### src/rtl/cgra_cmd_loader.sv
// Byte-serial command loader for a 2x2 CGRA: decodes header/payload bytes into config/data write strobes and timed runs.
// Strobes appear one cycle after the final byte; in_ready drops during a run, and ena=0 freezes all state.
module cgra_cmd_loader (
   input  logic        clk,
   input  logic        rst_n,
   input  logic        ena,
   input  logic [7:0]  in_byte,
   input  logic        in_valid,
   output logic        in_ready,
   output logic        cfg_we,
   output logic [1:0]  cfg_tile,
   output logic [3:0]  cfg_addr,
   output logic [15:0] cfg_wdata,
   output logic        data_we,
   output logic [7:0]  data_wdata,
   output logic        run,
   output logic        done,
   output logic        err
);

   typedef enum logic [1:0] {IDLE, PAY0, PAY1, RUN} state_t;

   state_t      state_q, state_d;
   logic        wrdat_q, wrdat_d;
   logic [7:0]  pay_hi_q, pay_hi_d;
   logic [3:0]  run_cnt_q, run_cnt_d;
   logic [7:0]  idle_cnt_q, idle_cnt_d;
   logic        cfg_we_q, cfg_we_d;
   logic        data_we_q, data_we_d;
   logic        done_q, done_d;
   logic        err_q, err_d;
   logic [1:0]  tile_q, tile_d;
   logic [3:0]  addr_q, addr_d;
   logic [15:0] cfg_wdata_q, cfg_wdata_d;
   logic [7:0]  data_wdata_q, data_wdata_d;
   logic        accept;

   // rst_n gates in_ready so it reads 0 while reset is held.
   assign in_ready = rst_n & ena & (state_q != RUN);
   assign accept   = in_valid & in_ready;

   always_comb begin
      state_d      = state_q;
      wrdat_d      = wrdat_q;
      pay_hi_d     = pay_hi_q;
      run_cnt_d    = run_cnt_q;
      idle_cnt_d   = idle_cnt_q;
      cfg_we_d     = 1'b0;
      data_we_d    = 1'b0;
      done_d       = 1'b0;
      err_d        = err_q;
      tile_d       = tile_q;
      addr_d       = addr_q;
      cfg_wdata_d  = cfg_wdata_q;
      data_wdata_d = data_wdata_q;
      case (state_q)
         IDLE: begin
            if (accept) begin
               tile_d     = in_byte[5:4];
               addr_d     = in_byte[3:0];
               idle_cnt_d = 8'd0;
               case (in_byte[7:6])
                  2'b01: begin
                     state_d = PAY0;
                     wrdat_d = 1'b0;
                  end
                  2'b10: begin
                     state_d = PAY0;
                     wrdat_d = 1'b1;
                  end
                  2'b11: begin
                     state_d   = RUN;
                     run_cnt_d = in_byte[3:0];
                  end
                  default: ;
               endcase
            end
         end
         PAY0, PAY1: begin
            if (accept) begin
               idle_cnt_d = 8'd0;
               if (state_q == PAY1) begin
                  cfg_wdata_d = {pay_hi_q, in_byte};
                  cfg_we_d    = 1'b1;
                  state_d     = IDLE;
               end else if (wrdat_q) begin
                  data_wdata_d = in_byte;
                  data_we_d    = 1'b1;
                  state_d      = IDLE;
               end else begin
                  pay_hi_d = in_byte;
                  state_d  = PAY1;
               end
            end else if (ena) begin
               // Abandoned payload: drop the command silently and flag it.
               if (idle_cnt_q == 8'hFF) begin
                  state_d    = IDLE;
                  err_d      = 1'b1;
                  idle_cnt_d = 8'd0;
               end else begin
                  idle_cnt_d = idle_cnt_q + 8'd1;
               end
            end
         end
         RUN: begin
            if (ena) begin
               if (run_cnt_q == 4'd0) begin
                  state_d = IDLE;
                  done_d  = 1'b1;
               end else begin
                  run_cnt_d = run_cnt_q - 4'd1;
               end
            end
         end
         default: state_d = IDLE;
      endcase
   end

   always_ff @(posedge clk or negedge rst_n) begin
      if (!rst_n) begin
         state_q      <= IDLE;
         wrdat_q      <= 1'b0;
         pay_hi_q     <= 8'h00;
         run_cnt_q    <= 4'd0;
         idle_cnt_q   <= 8'd0;
         cfg_we_q     <= 1'b0;
         data_we_q    <= 1'b0;
         done_q       <= 1'b0;
         err_q        <= 1'b0;
         tile_q       <= 2'd0;
         addr_q       <= 4'd0;
         cfg_wdata_q  <= 16'h0000;
         data_wdata_q <= 8'h00;
      end else begin
         state_q      <= state_d;
         wrdat_q      <= wrdat_d;
         pay_hi_q     <= pay_hi_d;
         run_cnt_q    <= run_cnt_d;
         idle_cnt_q   <= idle_cnt_d;
         cfg_we_q     <= cfg_we_d;
         data_we_q    <= data_we_d;
         done_q       <= done_d;
         err_q        <= err_d;
         tile_q       <= tile_d;
         addr_q       <= addr_d;
         cfg_wdata_q  <= cfg_wdata_d;
         data_wdata_q <= data_wdata_d;
      end
   end

   assign run        = (state_q == RUN);
   assign cfg_we     = cfg_we_q;
   assign data_we    = data_we_q;
   assign done       = done_q;
   assign err        = err_q;
   assign cfg_tile   = tile_q;
   assign cfg_addr   = addr_q;
   assign cfg_wdata  = cfg_wdata_q;
   assign data_wdata = data_wdata_q;

endmodule

### config.mk
export PLATFORM = sky130hd
export DESIGN_NAME = cgra_cmd_loader
export DESIGN_NICKNAME = d
export VERILOG_FILES = /design/src/rtl/cgra_cmd_loader.sv
export SDC_FILE = /design/constraint.sdc
export NUM_CORES = 1
export LEC_CHECK = 0
export CORE_ASPECT_RATIO = 1.4
export CORE_MARGIN = 2
export CORE_UTILIZATION = 50
export DETAILED_ROUTE_END_ITERATION = 12
export GPL_ROUTABILITY_DRIVEN = 1
export MAX_ROUTING_LAYER = met4
export PLACE_DENSITY = 0.85
export SLEW_MARGIN = 25
export SYNTH_ARGS = -nofsm -noshare
export SYNTH_HDL_FRONTEND = slang
export SYNTH_SLANG_ARGS = --single-unit
### constraint.sdc
create_clock -name clk -period 6.2 [get_ports clk]
set_clock_uncertainty 0.1 [all_clocks]
set_input_delay 1.55 -clock clk [delete_from_list [all_inputs] [get_ports clk]]
set_output_delay 1.55 -clock clk [all_outputs]
set_load 0.1 [all_outputs]
---- Yosys cells after proc, flatten, opt, wreduce, memory -nomap -nowiden ----
Cells that the tools add are included.
word-level totals
  flip-flop bits (word level) ............. 57
  logic and storage cells ................. 84
  bits of input ports ..................... 12
  output and inout bits ................... 36
cells by class
  mux-type cells .......................... 31
  reduce and logical (&&, ||, !) cells .... 16
  bitwise logic cells ..................... 6
  equality and inequality tests ........... 16
  add/sub/neg operators ................... 2
operators by type and width
  kind                                                                 number
  8-bit 2-to-1 mux                                                     4
  2-bit 2-to-1 mux                                                     8
  4-bit 2-to-1 mux                                                     4
  8-bit one-hot mux with 2 select lines                                1
  4-bit AND reduction                                                  3
  1-bit 2-to-1 mux                                                     10
  3-bit AND reduction                                                  3
  8-bit by 1-bit adder with 8-bit output (second input constant)       1
  2-bit == test (second input constant)                                4
  8-bit == test (second input constant)                                1
  2-bit != test (second input constant)                                4
  4-bit one-hot mux with 2 select lines                                1
  3-bit != test (second input constant)                                2
  2-bit one-hot mux with 3 select lines                                1
  6-bit AND reduction                                                  1
  2-bit nonzero test                                                   3
  5-bit AND reduction                                                  1
  2-bit by 1-bit == test with 1-bit output (second input constant)     2
  4-bit zero test                                                      1
  2-bit by 1-bit != test with 1-bit output (second input constant)     2
  2-bit one-hot mux with 2 select lines                                1
  2-bit OR reduction                                                   2
  4-bit by 1-bit subtractor with 4-bit output (second input constant)  1
  1-bit bitwise AND                                                    3
  other kinds (5)                                                      7

---- Longest topological paths before layout ----
  word-level depth ........................ 5
  depth in mapped cells ................... 8

---- Least setup slack after synthesis ----
Ideal clock, no wire load.
  path kind ............................... input to output
  from .................................... in ena
  to ...................................... out in_ready
  stages .................................. 1
  slack ................................... 2510 ps
  required time ........................... 4550 ps
  data arrival time ....................... 2040 ps
  cells stage by stage .................... and3_2
on the way
  cells in the longest elaborated chain, start to end .. 2
RTL lines
  element                          RTL line  text
  start, declared                  6         input logic ena,
  1-bit bitwise AND (2 in series)  39        assign in_ready = rst_n & ena & (state_q != RUN);
  end, declared                    9         output logic in_ready,
No other way between the ends.

---- Final worst setup path ----
Same ends and word-level chain as after synthesis.

==> flow_metrics.py <==
metrics = {
    "sta": {
        "rsz0062_at_grt": "false",
        "slew_headroom": 0.3418,
        "fin_crit_sh": 0.7037,
        "fin_ws_ns": 1.837,
        "fmax_mhz": 229.2,
        "hold_viol_final": 0,
        "final-max-slew-violation-count": 0,
        "worst_pin_slew_ns": 0.9843,
        "fin_crit_ns": 4.363,
        "setup_violations": 0,
        "tns_ns": 0,
    },
    "critical_path": {
        "reg2reg_to": "data_wdata[2]",
        "start_kind": "primary input",
        "crit_start": "ena",
        "crit_type": "in2out",
        "endpoint_kind": "primary output",
        "cp.required_ns": 4.55,
        "arrival_ns": 2.71,
        "cp_num_buf_inv": 2,
        "r2r_slack_ns": 3.78,
        "critPathSlowestCell": "clkdlybuf4s50_1",
        "timing.rr.start": "state_q[1]",
        "crit_family": "buffers and inverters",
        "crit_chain": "clkdlybuf4s50_1, and3_2, buf_4",
        "crit_end": "in_ready",
        "cpPeakStageDelay_ns": 0.64,
        "worstRegToRegCells": 4,
        "critPathMaxFanout": 8,
        "worst-path-stages": 3,
    },
    "finish": {
        "area_delta_synth_final_pct": 25.55,
        "insertedDiodeCount": 0,
        "instances_no_fill": 332,
        "multi_input_comb_area_um2": 1097,
        "final_area_um2": 3283,
        "regArea_um2": 1426,
        "nNetsFinal": 282,
        "fillers": 397,
        "post_route_cells_drive_above_1_share": 0.2368,
    },
    "placement": {
        "place_inst": 317,
        "pre_cts_slack_ns": 1.815,
        "hpwl_um": 3661,
        "placed_cell_area_um2": 3122,
        "place.gp.congestion": 0.8879,
        "io_buffers": 47,
    },
    "synthesis": {
        "synth_nets": 230,
        "synth_area_um2": 2615,
        "ys_types": 48,
        "yosys_warnings": 0,
        "postSynthAreaPerCell_um2": 12.45,
        "ys_ff_latch": 57,
        "yosysSeqAreaShare": 0.5455,
        "syn_inst": 210,
    },
    "floorplan": {
        "io_pins": 48,
        "die_w_um": 65.12,
        "die_y_um": 89.57,
        "start_util": 0.5108,
        "dieArea_um2": 5833,
        "core_region_area_um2": 5120,
        "fp-row-count": 31,
    },
    "cts": {
        "postCtsSetupBuffers": 0,
        "clk-insertion-delay-late_ns": 0.33,
        "clk_pin_slew_ns": 0.06,
        "root_buffer": "clkbuf_8",
        "clockBufferDepth": 2,
        "cts_tree": "built",
        "htreeDepth": 3,
        "cts_buffers": 9,
        "cts.sinks": 57,
        "cts_hold_buf": 0,
        "ctsResizeCount": 0,
    },
    "route": {
        "antenna_left": 0,
        "drc": 0,
        "drt_iter0_drc": 129,
        "firstDrtPassIters": 4,
        "wl_um": 5121,
        "drt-vias-per-instance": 5.557,
        "vias": 1845,
        "wire_per_inst_um": 15.42,
    },
    "flow_run": {
        "drv_cap": 0,
    },
    "global_route": {
        "grt_pass1_vias": 1725,
        "overflow": 0,
        "antenna_found_initial": 0,
        "grt_max_degree": 33,
        "grtUsageTotal": 0.1964,
        "grt_pass1_wl_um": 8231,
    },
    "min_path": {
        "hold_depth": 1,
        "hold_class": "reg2reg",
    },
    "run_status": {
        "status": "finished clean",
    },
}
==> metrics by stage <==
step	hold WS, ns	util
after floorplan	0.3749	-
after global placement	0.3587	0.6097
after detailed placement	0.3573	0.6097
after CTS	0.3757	0.6413
after global routing	0.3887	0.6413
final	0.3705	0.6413
==> routing by layer <==
layer | track usage | vias to the layer above | part of all wire
li1 | - | 876 | -
met1 | 0.2292 | 914 | 0.42
met2 | 0.3252 | 44 | 0.52
met3 | 0.04489 | 11 | 0.038
met4 | 0.09091 | 0 | 0.019
met5 | - | - | 0
==> worst reg2reg max path, stage by stage (launching register included) <==
cell and delay (ns):
dfrtp_1 0.42, ha_1 0.32, and4b_2 0.50, nand4b_1 0.49, mux2_2 0.46
==> cells in the mapped netlist (all sizes together) <==
cell     instances  share of area
dfrtp           57           0.55
mux2            35           0.15
inv             12          0.017
nand2           11          0.019
o21ai           11          0.021
ha               8          0.038
nand3            8          0.015
nor2             8          0.011
nor3             6          0.011
buf              5          0.014
a21oi            3          0.010
nand3b           3         0.0086
nand4            3         0.0072
a21boi           2         0.0057
a22o             2         0.0067
a31oi            2         0.0048
and3             2         0.0053
clkbuf           2         0.0033
nand4b           2          0.012
o211ai           2         0.0057
o21a             2         0.0057
o22a             2         0.0067
o22ai            2         0.0048
o31ai            2         0.0057
a221o            1         0.0038
a2bb2oi          1         0.0033
a31o             1         0.0033
a32o             1         0.0038
a41o             1         0.0043
and3b            1         0.0038
and4             1         0.0033
and4b            1         0.0043
nor3b            1         0.0029
o2111ai          1         0.0033
o211a            1         0.0038
o21bai           1         0.0029
o221a            1         0.0043
o32ai            1         0.0033
or2              1         0.0024
or3              1         0.0024
or3b             1         0.0033
or4              1         0.0043
==> cell type report <==
| class | instances | share of cell area |
|---|---|---|
| well taps | 66 | 0.02515 |
| repair buffers | 48 | 0.1433 |
| inverters | 12 | 0.01372 |
| clock inverters | 4 | 0.006098 |
| clock buffers | 11 | 0.04306 |
| multi-input cells | 134 | 0.3342 |
| flip-flops and latches | 57 | 0.4345 |
==> logic make-up after synthesis <==
logic type	count (synthesis)	synth area share
AO/OA/AOI/OAI	40	0.1134
adder cells (fa/ha/maj)	8	0.03828
buffers and inverters	19	0.03492
flip-flops	57	0.5455
multiplexers	35	0.1507
AND/OR/NAND/NOR	51	0.1172
==> flip-flops by register name, indices dropped and copies added, names as in the netlist <==
| signal | flops |
|---|---|
| cfg_addr | 4 |
| cfg_tile | 2 |
| cfg_wdata | 16 |
| cfg_we | 1 |
| data_wdata | 8 |
| data_we | 1 |
| done | 1 |
| err | 1 |
| idle_cnt_q | 8 |
| pay_hi_q | 8 |
| run_cnt_q | 4 |
| state_q | 2 |
| wrdat_q | 1 |
==> worst min path at each step <==
stage | end | slack [ns] | from
6_report | err | 0.37 | err
5_1_grt | err | 0.39 | err
4_1_cts | err | 0.38 | err
3_5_place_dp | err | 0.36 | err
3_3_place_gp | err | 0.36 | err
2_1_floorplan | cfg_wdata[13] | 0.37 | pay_hi_q[5]
==> placed cells by master, fill, tap and decap left out, drive strengths merged, types with 3 or more instances in the layout <==
master         instances
a21oi                  3
buf                    3
clkbuf                11
clkdlybuf4s50         45
clkinv                 4
dfrtp                 57
ha                     8
inv                   12
mux2                  35
nand2                 11
nand3                  8
nand3b                 3
nand4                  3
nor2                   8
nor3                   6
o21ai                 11
Power is not shown: default switching activity piles up to over one toggle a cycle in this logic, so the estimate is an artifact.
